===== src/rtl/stream_mux_pkg.sv =====
// stream_mux_pkg
// Shared definitions for the round-robin stream multiplexer:
//   state_e  - packet FSM state (no packet open / packet open on a locked channel)
//   mode_e   - decode of the force_en input (round-robin vs forced channel select)
//   sel_w()  - channel index width for a given channel count (at least 1 bit)
package stream_mux_pkg;

    typedef enum logic {
        ST_IDLE   = 1'b0,
        ST_LOCKED = 1'b1
    } state_e;

    typedef enum logic {
        MODE_RR    = 1'b0,
        MODE_FORCE = 1'b1
    } mode_e;

    function automatic int unsigned sel_w(input int unsigned num_ch);
        return (num_ch <= 1) ? 1 : $clog2(num_ch);
    endfunction

endpackage


===== src/rtl/rr_arbiter.sv =====
// rr_arbiter
// Purely combinational round-robin arbiter. The request vector is rotated so
// that channel 'ptr' sits at bit 0, the lowest set bit is priority-encoded, and
// the resulting offset is rotated back into a channel index.
// Ports:
//   req          in   NUM_CH  request vector, one bit per channel
//   ptr          in   SEL_W   highest-priority channel (must be < NUM_CH)
//   grant        out  SEL_W   granted channel index (valid only with grant_valid)
//   grant_valid  out  1       at least one request present
module rr_arbiter
    import stream_mux_pkg::*;
#(
    parameter int unsigned NUM_CH = 4,
    localparam int unsigned SEL_W = sel_w(NUM_CH)
) (
    input  logic [NUM_CH-1:0] req,
    input  logic [SEL_W-1:0]  ptr,
    output logic [SEL_W-1:0]  grant,
    output logic              grant_valid
);

    logic [NUM_CH-1:0] req_rot;
    int unsigned       offset;
    int unsigned       idx;

    always_comb begin
        // Rotate right by ptr: bit 0 of req_rot is channel ptr.
        req_rot     = NUM_CH'({req, req} >> ptr);
        grant_valid = 1'b0;
        offset      = 0;
        // Descending scan so the lowest set bit wins.
        for (int i = NUM_CH - 1; i >= 0; i--) begin
            if (req_rot[i]) begin
                grant_valid = 1'b1;
                offset      = i;
            end
        end
        idx = 32'(ptr) + offset;
        if (idx >= NUM_CH) begin
            idx = idx - NUM_CH;
        end
        grant = SEL_W'(idx);
    end

endmodule


===== src/rtl/stream_mux_rr.sv =====
// stream_mux_rr
// Registered N-to-1 valid/ready stream multiplexer. Arbitrates round-robin or
// under a forced channel select, and keeps the grant on one channel for the
// whole of a multi-beat packet (until a beat with last=1 is transferred).
// Ports:
//   clk, rst_n       clock, asynchronous active-low reset
//   in_valid/ready   per-channel handshake (in_ready is one-hot or zero)
//   in_data          channel i at bits [i*DATA_W +: DATA_W]
//   in_last          per-channel end-of-packet flag
//   force_en         1 = serve only force_sel, 0 = round-robin
//   force_sel        forced channel (values >= NUM_CH grant nothing)
//   out_valid/ready  output handshake
//   out_data/last    registered beat data and end-of-packet flag
//   out_ch           source channel of the current output beat
module stream_mux_rr
    import stream_mux_pkg::*;
#(
    parameter int unsigned DATA_W = 128,
    parameter int unsigned NUM_CH = 4,
    localparam int unsigned SEL_W = sel_w(NUM_CH)
) (
    input  logic                     clk,
    input  logic                     rst_n,
    input  logic [NUM_CH-1:0]        in_valid,
    output logic [NUM_CH-1:0]        in_ready,
    input  logic [NUM_CH*DATA_W-1:0] in_data,
    input  logic [NUM_CH-1:0]        in_last,
    input  logic                     force_en,
    input  logic [SEL_W-1:0]         force_sel,
    output logic                     out_valid,
    input  logic                     out_ready,
    output logic [DATA_W-1:0]        out_data,
    output logic                     out_last,
    output logic [SEL_W-1:0]         out_ch
);

    state_e              state_q;
    logic [SEL_W-1:0]    lock_ch_q;
    logic [SEL_W-1:0]    rr_ptr_q;
    logic                out_valid_q;
    logic [DATA_W-1:0]   out_data_q;
    logic                out_last_q;
    logic [SEL_W-1:0]    out_ch_q;

    mode_e               mode;
    logic [SEL_W-1:0]    rr_grant;
    logic                rr_grant_valid;
    logic [SEL_W-1:0]    grant;
    logic                grant_valid;
    logic                force_in_range;
    logic                load;
    logic                xfer;
    logic [DATA_W-1:0]   sel_data;
    logic                sel_last;
    logic [SEL_W-1:0]    next_ptr;

    assign mode           = mode_e'(force_en);
    assign force_in_range = (32'(force_sel) < NUM_CH);

    rr_arbiter #(
        .NUM_CH (NUM_CH)
    ) u_rr_arbiter (
        .req         (in_valid),
        .ptr         (rr_ptr_q),
        .grant       (rr_grant),
        .grant_valid (rr_grant_valid)
    );

    // Grant source: locked channel beats any mode, then forced, then round-robin.
    always_comb begin
        grant       = rr_grant;
        grant_valid = rr_grant_valid;
        if (state_q == ST_LOCKED) begin
            grant       = lock_ch_q;
            grant_valid = in_valid[lock_ch_q];
        end else if (mode == MODE_FORCE) begin
            grant       = force_sel;
            grant_valid = force_in_range && in_valid[force_sel];
        end
    end

    // Output register may load when empty or being drained this cycle.
    assign load = !out_valid_q || out_ready;
    // rst_n gate keeps in_ready low for the whole reset assertion.
    assign xfer = grant_valid && load && rst_n;

    assign in_ready = xfer ? (NUM_CH'(1) << grant) : '0;

    always_comb begin
        sel_data = '0;
        sel_last = 1'b0;
        for (int unsigned i = 0; i < NUM_CH; i++) begin
            if (grant == SEL_W'(i)) begin
                sel_data = in_data[i*DATA_W +: DATA_W];
                sel_last = in_last[i];
            end
        end
    end

    assign next_ptr = (32'(grant) == NUM_CH - 1) ? '0 : grant + SEL_W'(1);

    always_ff @(posedge clk or negedge rst_n) begin
        if (!rst_n) begin
            state_q     <= ST_IDLE;
            lock_ch_q   <= '0;
            rr_ptr_q    <= '0;
            out_valid_q <= 1'b0;
            out_data_q  <= '0;
            out_last_q  <= 1'b0;
            out_ch_q    <= '0;
        end else begin
            if (xfer) begin
                out_valid_q <= 1'b1;
                out_data_q  <= sel_data;
                out_last_q  <= sel_last;
                out_ch_q    <= grant;
                if (sel_last) begin
                    state_q  <= ST_IDLE;
                    rr_ptr_q <= next_ptr;
                end else if (state_q == ST_IDLE) begin
                    state_q   <= ST_LOCKED;
                    lock_ch_q <= grant;
                end
            end else if (out_ready) begin
                out_valid_q <= 1'b0;
            end
        end
    end

    assign out_valid = out_valid_q;
    assign out_data  = out_data_q;
    assign out_last  = out_last_q;
    assign out_ch    = out_ch_q;

endmodule


===== config.mk =====
export PLATFORM = sky130hd
export DESIGN_NAME = stream_mux_rr
export DESIGN_NICKNAME = d
export VERILOG_FILES = /design/src/rtl/stream_mux_pkg.sv /design/src/rtl/rr_arbiter.sv /design/src/rtl/stream_mux_rr.sv
export SDC_FILE = /design/constraint.sdc
export NUM_CORES = 1
export LEC_CHECK = 0
export BUFFER_PORTS_ARGS = -buffer_cell sky130_fd_sc_hd__clkbuf_2
export CORE_AREA = 2 2 259 261
export DETAILED_ROUTE_END_ITERATION = 10
export DIE_AREA = 0 0 261 263
export HOLD_SLACK_MARGIN = 0.06
export PLACE_DENSITY = 0.38
export SETUP_SLACK_MARGIN = 0.3
export SYNTH_ARGS = -nofsm -noshare
export SYNTH_HDL_FRONTEND = slang
export SYNTH_HIERARCHICAL = 1
export SYNTH_SLANG_ARGS = --single-unit

===== constraint.sdc =====
create_clock -name clk -period 9.8 [get_ports clk]
set_clock_uncertainty 0.2 [all_clocks]
set_input_delay 0.49 -clock clk [delete_from_list [all_inputs] [get_ports clk]]
set_output_delay 0.49 -clock clk [all_outputs]
set_load 0.02 [all_outputs]

==> results of run 1 <==
-- path summary, 6_finish.rpt --
kind	cells after the start	start	end	slack, ns
setup / recovery	13	rr_ptr_q[1]$_DFFE_PN0P_	in_ready[2]	4.23
hold / removal	3	in_data[384]	out_data[0]$_DFFE_PN0P_	0.12
setup reg to reg	17	rr_ptr_q[1]$_DFFE_PN0P_	out_data[123]$_DFFE_PN0P_	4.56
hold reg to reg	1	out_last$_DFFE_PN0P_	out_last$_DFFE_PN0P_	0.29
max in group asynchronous	3	rst_n	out_data[116]$_DFFE_PN0P_	7.81
min in group asynchronous	2	rst_n	out_data[24]$_DFFE_PN0P_	0.33
-- power groups by stage --
stage / Clock (mW) / Sequential, mW / Combinational (mW)
floorplan: 0 / 1.37 / 2.33
global placement: 0 / 1.05 / 3.84
detailed placement: 0 / 1.05 / 3.88
CTS: 0.720 / 1.05 / 3.88
global route: 0.736 / 1.09 / 4.24
finish: 0.680 / 1.04 / 3.79
-- routing by layer --
| metal | wire length, um | GRT usage | vias up | share of wire |
|---|---|---|---|---|
| met1 | 18130 | 0.1475 | 4912 | 0.40 |
| li1 | - | - | 5174 | - |
| met5 | 13 | 0 | - | 0.00028 |
| met3 | 3353 | 0.03803 | 56 | 0.073 |
| met4 | 1030 | 0.04284 | 2 | 0.023 |
| met2 | 23160 | 0.2268 | 407 | 0.51 |
-- through the flow --
| stage | power, mW | setup slack, ns | cell area (um2) |
|---|---|---|---|
| 6_report | 5.509 | 4.228 | 13470 |
| 3_5_place_dp | 4.929 | 4.248 | 12860 |
| 3_3_place_gp | 4.892 | 4.318 | 12860 |
| 2_1_floorplan | 3.694 | 5.994 | 8823 |
| 5_1_grt | 6.061 | 3.813 | 13460 |
| 4_1_cts | 5.649 | 4.115 | 13460 |
-- layout by cell type (no fill, tap or decap), drive strengths merged, types with 2 or more instances in the layout --
master,synthesis,routed
clkbuf,79,677
a21oi,260,260
dfrtp,137,137
nor2b,130,130
nor2,129,129
nor3,129,129
a221oi,128,128
buf,37,13
inv,6,11
mux2,8,8
clkinv,0,5
ha,5,5
mux2i,4,4
nand2b,4,4
nand2,4,4
and2,4,4
clkinvlp,0,3
diode,0,2
o21a,2,2
nor3b,2,2
bufinv,0,2
xnor2,2,2
o211ai,2,2
-- final cells by class --
class / instances / area [um2] / area share
Multi-Input combinational cell: 830 / 4913 / 0.3648
Clock buffer: 17 / 425.4 / 0.03158
Timing Repair Buffer: 674 / 3427 / 0.2544
Sequential cell: 137 / 3428 / 0.2545
Tap cell: 864 / 1081 / 0.08026
Inverter: 6 / 22.52 / 0.001672
Antenna cell: 2 / 5.005 / 0.0003716
Clock inverter: 15 / 166.4 / 0.01235
-- synthesized netlist by cell type, types with 2 or more instances --
| cell type | n | area share |
|---|---|---|
| buf_4 | 13 | 0.011 |
| nand2b_1 | 4 | 0.0028 |
| a21oi_1 | 260 | 0.15 |
| xnor2_1 | 2 | 0.0020 |
| nor3_1 | 128 | 0.073 |
| dfrtp_1 | 137 | 0.39 |
| mux2_1 | 6 | 0.0077 |
| nor2b_1 | 130 | 0.092 |
| clkbuf_1 | 79 | 0.034 |
| nand2_1 | 4 | 0.0017 |
| inv_1 | 6 | 0.0026 |
| buf_2 | 21 | 0.012 |
| o21a_1 | 2 | 0.0017 |
| mux2i_1 | 4 | 0.0045 |
| nor2_1 | 129 | 0.055 |
| a221oi_1 | 128 | 0.13 |
| ha_1 | 5 | 0.0071 |
| buf_1 | 3 | 0.0013 |
| and2_1 | 4 | 0.0028 |
| nor3b_2 | 2 | 0.0028 |
-- worst max-delay path, cell delays in order, from the launching register on --
cell and delay (ns):
dfrtp_1 0.46, nand2b_1 0.18, a21oi_1 0.16, o22ai_1 0.09, o21a_1 0.18, ha_1 0.18, xnor2_1 0.16, xnor2_1 0.13
mux2i_1 0.09, a21boi_0 0.69, ha_4 0.85, buf_4 0.72, and2_1 0.22, clkbuf_2 0.16
-- state kept, by name (all words and copies together) (netlist names) --
register and count:
lock_ch_q 2, out_valid 1, rr_ptr_q 2, out_data 128
out_ch 2, state_q 1, out_last 1
-- logic make-up (layout without fill, tap and decap cells) --
kind of cell | count (synthesis) | in the layout | synth area share
compound gates | 402 | 402 | 0.2881
xor+xnor | 2 | 2 | 0.001986
fa+ha+maj | 5 | 5 | 0.007090
buf+inv | 122 | 712 | 0.06041
flops | 137 | 137 | 0.3885
mux | 13 | 13 | 0.01772
other cells | 0 | 2 | 0
simple gates | 408 | 408 | 0.2361
-- what timing repair did --
| action | 4_1_cts | 5_1_grt |
|---|---|---|
| hold endpoints to repair | 46 | 0 |
| hold buffers | 1 | 0 |
| gates resized for setup | 0 | 0 |
==> Implementation_results.wiki, run 1 <==
{| class="wikitable"
! Metric !! Value
|-
| Effective utilization at floorplan || 0.1344
|-
| Number of levels the H-tree was split into || 4
|-
| Kind of start point of the critical path || flip-flop
|-
| Distinct cells, synth || 42
|-
| Slew at the pin with the worst max-slew slack || 1.274 ns
|-
| Headroom to the max-slew limit || 0.1508
|-
| Class of the tightest hold or removal check || primary input to flip-flop
|-
| Final count of pins violating max slew || 0
|-
| Global placement routability congestion || 0.8965
|-
| Nets || 2197
|-
| Switching component of the power || roughly 2.9 mW
|-
| Die Outline Area || 68640 um2
|-
| Post-layout utilization of the core || 0.2052
|-
| Gate count after technology mapping || 1089
|-
| Share of layout cells above drive strength 1 || 0.4276
|-
| Vias after detailed routing || 10551
|-
| Post-synthesis area per instance || 8.102 um2
|-
| Endpoint arrival time on the critical path || approximately 4.9 ns
|-
| Cell Rows || 94
|-
| Number of cells after detailed placement || approximately 2500
|-
| Category of the worst setup path capture point || output pin
|-
| Yosys reg bits || about 140
|-
| Horizontal die dimension || 261 um
|-
| Clk Tree Root Cell || clkbuf_16
|-
| FMAX || 0.1795 GHz
|-
| Final min period || between 5 and 6 ns
|-
| Number of design-rule violations left by the first detailed-router iteration || 564
|-
| Number of standard cells in the final layout excluding fillers || 2545
|-
| Count of buffers added by post-CTS timing repair for setup || 0
|-
| Number of CTS-inserted buffers || 17
|-
| Clock buffer depth || 2
|-
| Static leakage power || 6.100 nW
|-
| Switching portion of total power || 0.5208
|-
| # IOs || about 660
|-
| Die H || ~260 um
|-
| Clock Pin Slew Worst Setup and Hold Paths || approximately 0.080 ns
|-
| Seq/Total Area, Yosys || 0.3885
|-
| Share of power burned in the clock network || 0.123
|-
| Number of warnings printed during yosys synthesis || 6
|-
| Area delta synth->final || 52.65%
|-
| Worst hold slack across all endpoints || 0.1177 ns
|-
| Area of the core || 65630 um2
|-
| Setup_tns || 0 ns
|-
| Critical Path RT || 9.11 ns
|-
| Final setup violation count || 0
|-
| Share of power burned in combinational logic || 0.687
|-
| Share of synthesized flip-flops with an asynchronous set or reset || 1.000
|-
| Antenna violations before repair || 1
|-
| Run status || completed
|-
| Overall routing resource usage || 0.1288
|-
| Ratio of final minimum period to clock period || 0.5686
|-
| DRC violations left || 0
|-
| Final hold violation count || 0
|-
| Number of nets with antenna violations after routing || 0
|-
| Per-cell routed wire length || 17.95 um
|-
| Maximum number of pins on one net before global-route repair || about 180
|-
| Post-Synthesis Cell Area || 8823 um2
|-
| Setup CP Type || flip-flop to output pin
|-
| Post-synth top flop || dfrtp_1
|-
| Ratio of total power to cell area || just over 400 nW/um2
|-
| Design internal power || 2.640 mW
|-
| First-pass GRT wire length || 66070 um
|-
| Reg power frac || 0.189
|-
| Final HPWL DP || around 35000 um
|-
| Aggregate routed wire length || approximately 46000 um
|-
| Pre-antenna DRT Iters || 7
|-
| Worst skew pair latency || 0.46 ns
|-
| Crit-path max FO || 90
|-
| Via count of the first global-routing pass || 10720
|-
| TritonCTS clock tree || done
|-
| Number of clock sinks || between 100 and 150
|-
| Mapped Nets || between 1500 and 2000
|-
| Unrepaired setup endpoints after global routing || no
|-
| Number of fill cells || 7475
|-
| Number of enable-type register cells in the synthesized netlist || 0
|-
| Largest voltage drop on the vdd net || about 0.00026 V
|-
| Count of input and output buffers || 661
|-
| Gr ovfl total || 0
|-
| Via-to-Cell Ratio || roughly 4.1
|-
| Number of max-capacitance violations reported || 0
|}
Note: power is estimated with default switching activity, not from simulation.
==> run 2: changes to the inputs <==
--- a/config.mk
+++ b/config.mk
@@ -5,12 +5,13 @@
 export SDC_FILE = /design/constraint.sdc
 export NUM_CORES = 1
 export LEC_CHECK = 0
+export ABC_AREA = 1
 export BUFFER_PORTS_ARGS = -buffer_cell sky130_fd_sc_hd__clkbuf_2
-export CORE_AREA = 2 2 259 261
+export CORE_AREA = 2 2 254 256
 export DETAILED_ROUTE_END_ITERATION = 10
-export DIE_AREA = 0 0 261 263
+export DIE_AREA = 0 0 256 258
 export HOLD_SLACK_MARGIN = 0.06
-export PLACE_DENSITY = 0.38
+export PLACE_DENSITY = 0.41
 export SETUP_SLACK_MARGIN = 0.3
 export SYNTH_ARGS = -nofsm -noshare
 export SYNTH_HDL_FRONTEND = slang
==> constraint.sdc (replaced) <==
create_clock -name clk -period 5 [get_ports clk]
set_clock_uncertainty 0.2 [all_clocks]
set_input_delay 0.25 -clock clk [delete_from_list [all_inputs] [get_ports clk]]
set_output_delay 0.25 -clock clk [all_outputs]
set_load 0.02 [all_outputs]
==> run 2 against run 1 <==
Net effect: critical path depth up 11; first-iteration DRC count rose by 29%; critical endpoint is now out_data[86]$_DFFE_PN0P_; clock-buffer cell count did not move.
==> Implementation_results.wiki, run 2 <==
{| class="wikitable"
! Metric !! Value
|-
| Kind of start point of the critical path || flip-flop (unchanged)
|-
| Worst reg2reg path depth || 24 (was 17)
|-
| Global placement routability congestion || 0.9531 (was 0.8965)
|-
| Area of the core || 63650 um2 (was 65630 um2)
|-
| Cell depth of the worst hold path || 5 (was 3)
|-
| Count of input and output buffers || 661 (unchanged)
|-
| Most used standard cells in the synthesized netlist || nand2_1, o21ai_0, dfrtp_1 (was a21oi_1, dfrtp_1, nor2b_1)
|-
| Cell accounting for the most synthesized area || dfrtp_1 (unchanged)
|-
| Share of layout cells above drive strength 1 || 0.3073 (was 0.4276)
|-
| Number of enable-type register cells in the synthesized netlist || 0 (unchanged)
|-
| Number of clock sinks || 137 (unchanged)
|-
| Clock buffer depth || 2 (unchanged)
|-
| Area delta synth->final || 79.20% (was 52.65%)
|-
| Run status || completed (unchanged)
|-
| M1 GR Usage || 0.1670 (was 0.1475)
|-
| Distinct cells, synth || 22 (was 42)
|-
| Number of max-capacitance violations reported || 0 (unchanged)
|-
| Overall routing resource usage || 0.1452 (was 0.1288)
|-
| Gr ovfl total || 0 (unchanged)
|-
| Cell Rows || 93 (was 94)
|-
| Unrepaired setup endpoints after global routing || no (unchanged)
|-
| Gate count after technology mapping || 1522 (was 1089)
|-
| Post-synth top flop || dfrtp_1 (unchanged)
|-
| Number of warnings printed during yosys synthesis || 6 (unchanged)
|-
| Per-cell routed wire length || 15.79 um (was 17.95 um)
|-
| Setup CP Type || flip-flop to flip-flop (was flip-flop to output pin)
|-
| Class of the tightest hold or removal check || primary input to flip-flop (unchanged)
|-
| Worst skew pair latency || 0.46 ns (about the same)
|-
| Yosys reg bits || 137 (unchanged)
|-
| Endpoint arrival time on the critical path || 4.47 ns (was 4.88 ns)
|-
| Most common library cell in the layout ignoring fill and taps || nand2_1 (was clkbuf_2)
|-
| Pre-antenna DRT Iters || 5 (was 7)
|-
| Number of standard cells in the final layout excluding fillers || 3229 (was 2545)
|-
| Setup_tns || 0 ns (unchanged)
|-
| Effective utilization at floorplan || 0.1459 (was 0.1344)
|-
| Seq/Total Area, Yosys || 0.3692 (was 0.3885)
|-
| Number of design-rule violations left by the first detailed-router iteration || 730 (was 564)
|-
| Post-synthesis area per instance || 6.101 um2 (was 8.102 um2)
|-
| DRC violations left || 0 (unchanged)
|-
| Die Outline Area || 66050 um2 (was 68640 um2)
|-
| TritonCTS clock tree || done (unchanged)
|-
| Number of flip-flops in the largest register || 128 (unchanged)
|-
| Crit-path max FO || 41 (was 90)
|-
| First-pass GRT wire length || 74240 um (was 66070 um)
|-
| Final HPWL DP || 37190 um (was 35370 um)
|-
| Ratio of total power to cell area || 734.2 nW/um2 (was 409.0 nW/um2)
|-
| Number of cells after detailed placement || 2942 (was 2510)
|-
| Final count of pins violating max slew || 0 (unchanged)
|-
| Met3 GRT Util || 0.04122 (was 0.03803)
|-
| Number of fill cells || 7184 (was 7475)
|-
| Final setup violation count || 0 (unchanged)
|-
| Aggregate routed wire length || 51000 um (was 45690 um)
|-
| Clock Pin Slew Worst Setup and Hold Paths || 0.07 ns (was 0.08 ns)
|-
| Share of synthesized flip-flops with an asynchronous set or reset || 1.000 (unchanged)
|-
| Static leakage power || 8.837 nW (was 6.100 nW)
|-
| Category of the worst setup path capture point || flip-flop (was output pin)
|-
| FMAX || 0.2344 GHz
|-
| Post-Synthesis Cell Area || 9286 um2 (was 8823 um2)
|-
| Most instantiated library cell after synthesis || nand2_1 (was a21oi_1)
|-
| Top-area cell type share of the netlist area || 0.3692 (was 0.3885)
|-
| Vias after detailed routing || 13220 (was 10551)
|-
| Final min period || 4.267 ns
|-
| Headroom to the max-slew limit || 0.4233 (was 0.1508)
|-
| Clk Tree Root Cell || clkbuf_16 (unchanged)
|-
| Final Power || 12.22 mW (was 5.509 mW)
|-
| # IOs || 662 (unchanged)
|-
| Antenna violations before repair || 1 (unchanged)
|-
| Nets || 2890 (was 2197)
|-
| Horizontal die dimension || 256 um (was 261 um)
|-
| Number of nets with antenna violations after routing || 0 (unchanged)
|-
| Largest voltage drop on the vdd net || 0.0004864 V (was 0.0002636 V)
|-
| Global-route layer with the greatest usage || met2 (unchanged)
|-
| Die H || 258 um (was 263 um)
|-
| Via-to-Cell Ratio || 4.094 (was 4.146)
|-
| Via count of the first global-routing pass || 13121 (was 10720)
|-
| Number of levels the H-tree was split into || 4 (unchanged)
|-
| Area contributors post-synth || dfrtp_1, nand2_1, o21ai_0, a21oi_1, clkbuf_1 (was dfrtp_1, a21oi_1, a221oi_1, nor2b_1, nor3_1)
|-
| Slew at the pin with the worst max-slew slack || 0.8650 ns (was 1.274 ns)
|-
| Most frequent cells in the layout || nand2_1, clkbuf_2, dlygate4sd3_1 (was clkbuf_2, a21oi_1, dfrtp_1)
|-
| Ratio of final minimum period to clock period || 0.8534
|-
| Number of CTS-inserted buffers || 17 (unchanged)
|-
| Final hold violation count || 0 (unchanged)
|-
| Maximum number of pins on one net before global-route repair || 110 (was 182)
|-
| Mapped Nets || 2053 (was 1620)
|-
| Critical Path RT || 5.20 ns (was 9.11 ns)
|-
| Met2 Resource Use GR || 0.2537 (was 0.2268)
|}
[run 2: cell types whose count changed in the layout (fill, tap and decap cells not counted), moves of 6 or more]
| cell | change |
|---|---|
| a21oi_1 | -130 |
| a221oi_1 | -128 |
| buf_12 | +6 |
| dlygate4sd3_1 | +248 |
| mux2_1 | -6 |
| nand2_1 | +809 |
| nand3_1 | +19 |
| nor2_1 | -116 |
| nor2b_1 | -129 |
| nor3_1 | -128 |
| o21ai_0 | +241 |
| o21ai_1 | +19 |
[run 2: kinds of logic after synthesis]
family / synth area share
buf+inv: 0.05969
xor+xnor: 0.0009433
simple gates: 0.3504
fa+ha+maj: 0.006737
flops: 0.3692
compound gates: 0.2130
[run 2: critical path, stage by stage (launching register included)]
cell	delay, ns
dfrtp_2	0.44
inv_2	0.07
nand2_1	0.09
nand3_1	0.09
nand2_2	0.10
nand3_1	0.07
a21boi_1	0.13
ha_1	0.17
xor2_1	0.18
nand2_1	0.07
nand2_1	0.06
nand2_1	0.05
a31oi_1	0.15
buf_4	0.18
inv_1	0.10
ha_4	0.27
nor2_4	0.23
buf_6	0.40
nand2_1	0.11
nand2_1	0.07
o21ai_0	0.09
o21ai_0	0.16
dlygate4sd3_1	0.56
nand2_1	0.06
nand2_1	0.08
[run 2: through the flow]
step	hold slack [ns]	area (um2)	util	worst slack, ns
floorplan	-0.2456	9286	-	1.799
global placement	-0.09382	13470	0.2116	0.8539
detailed placement	-0.09112	13470	0.2116	0.8786
CTS	0.06066	16540	0.2599	0.4032
global route	0.1191	16640	0.2614	0.3432
finish	0.1027	16640	0.2614	0.7330
[run 2: final cells by class]
cell class	count	area, um2	area share
Inverter	17	68.82	0.004135
Clock buffer	17	425.4	0.02556
Multi-Input combinational cell	1254	5363	0.3223
Timing Repair Buffer	932	6123	0.3680
Clock inverter	15	156.4	0.009398
Tap cell	855	1070	0.06429
Antenna cell	2	5.005	0.0003008
Sequential cell	137	3430	0.2061
[run 2: what timing repair did]
| item | in CTS | in global routing |
|---|---|---|
| buffers inserted | 0 | 3 |
| endpoints found under the hold margin | 230 | 0 |
| gates resized for setup | 0 | 11 |
| setup endpoints to repair | 0 | 116 |
| hold buffers | 249 | 0 |
[run 2: report_power, final]
part / switching [mW] / internal (mW) / leakage (nW)
Clock: 0.597 / 0.703 / 0.277
Combinational: 5.22 / 3.79 / 6.82
Sequential: 0.292 / 1.61 / 1.74
[run 2: final timing paths]
kind	start	end	slack, ns
worst max-delay path	rr_ptr_q[0]$_DFFE_PN0P_	out_data[86]$_DFFE_PN0P_	0.73
worst min-delay path	in_data[354]	out_data[98]$_DFFE_PN0P_	0.10
worst max register to register	rr_ptr_q[0]$_DFFE_PN0P_	out_data[86]$_DFFE_PN0P_	0.73
worst min register to register	out_data[33]$_DFFE_PN0P_	out_data[33]$_DFFE_PN0P_	0.28
max in group asynchronous	rst_n	out_data[26]$_DFFE_PN0P_	3.40
min in group asynchronous	rst_n	out_data[22]$_DFFE_PN0P_	0.25
[run 2: routing by layer]
metal	share of wire	up-vias
met3	0.067	75
met2	0.49	459
met1	0.41	6103
met4	0.029	2
li1	-	6581
met5	0.00016	-
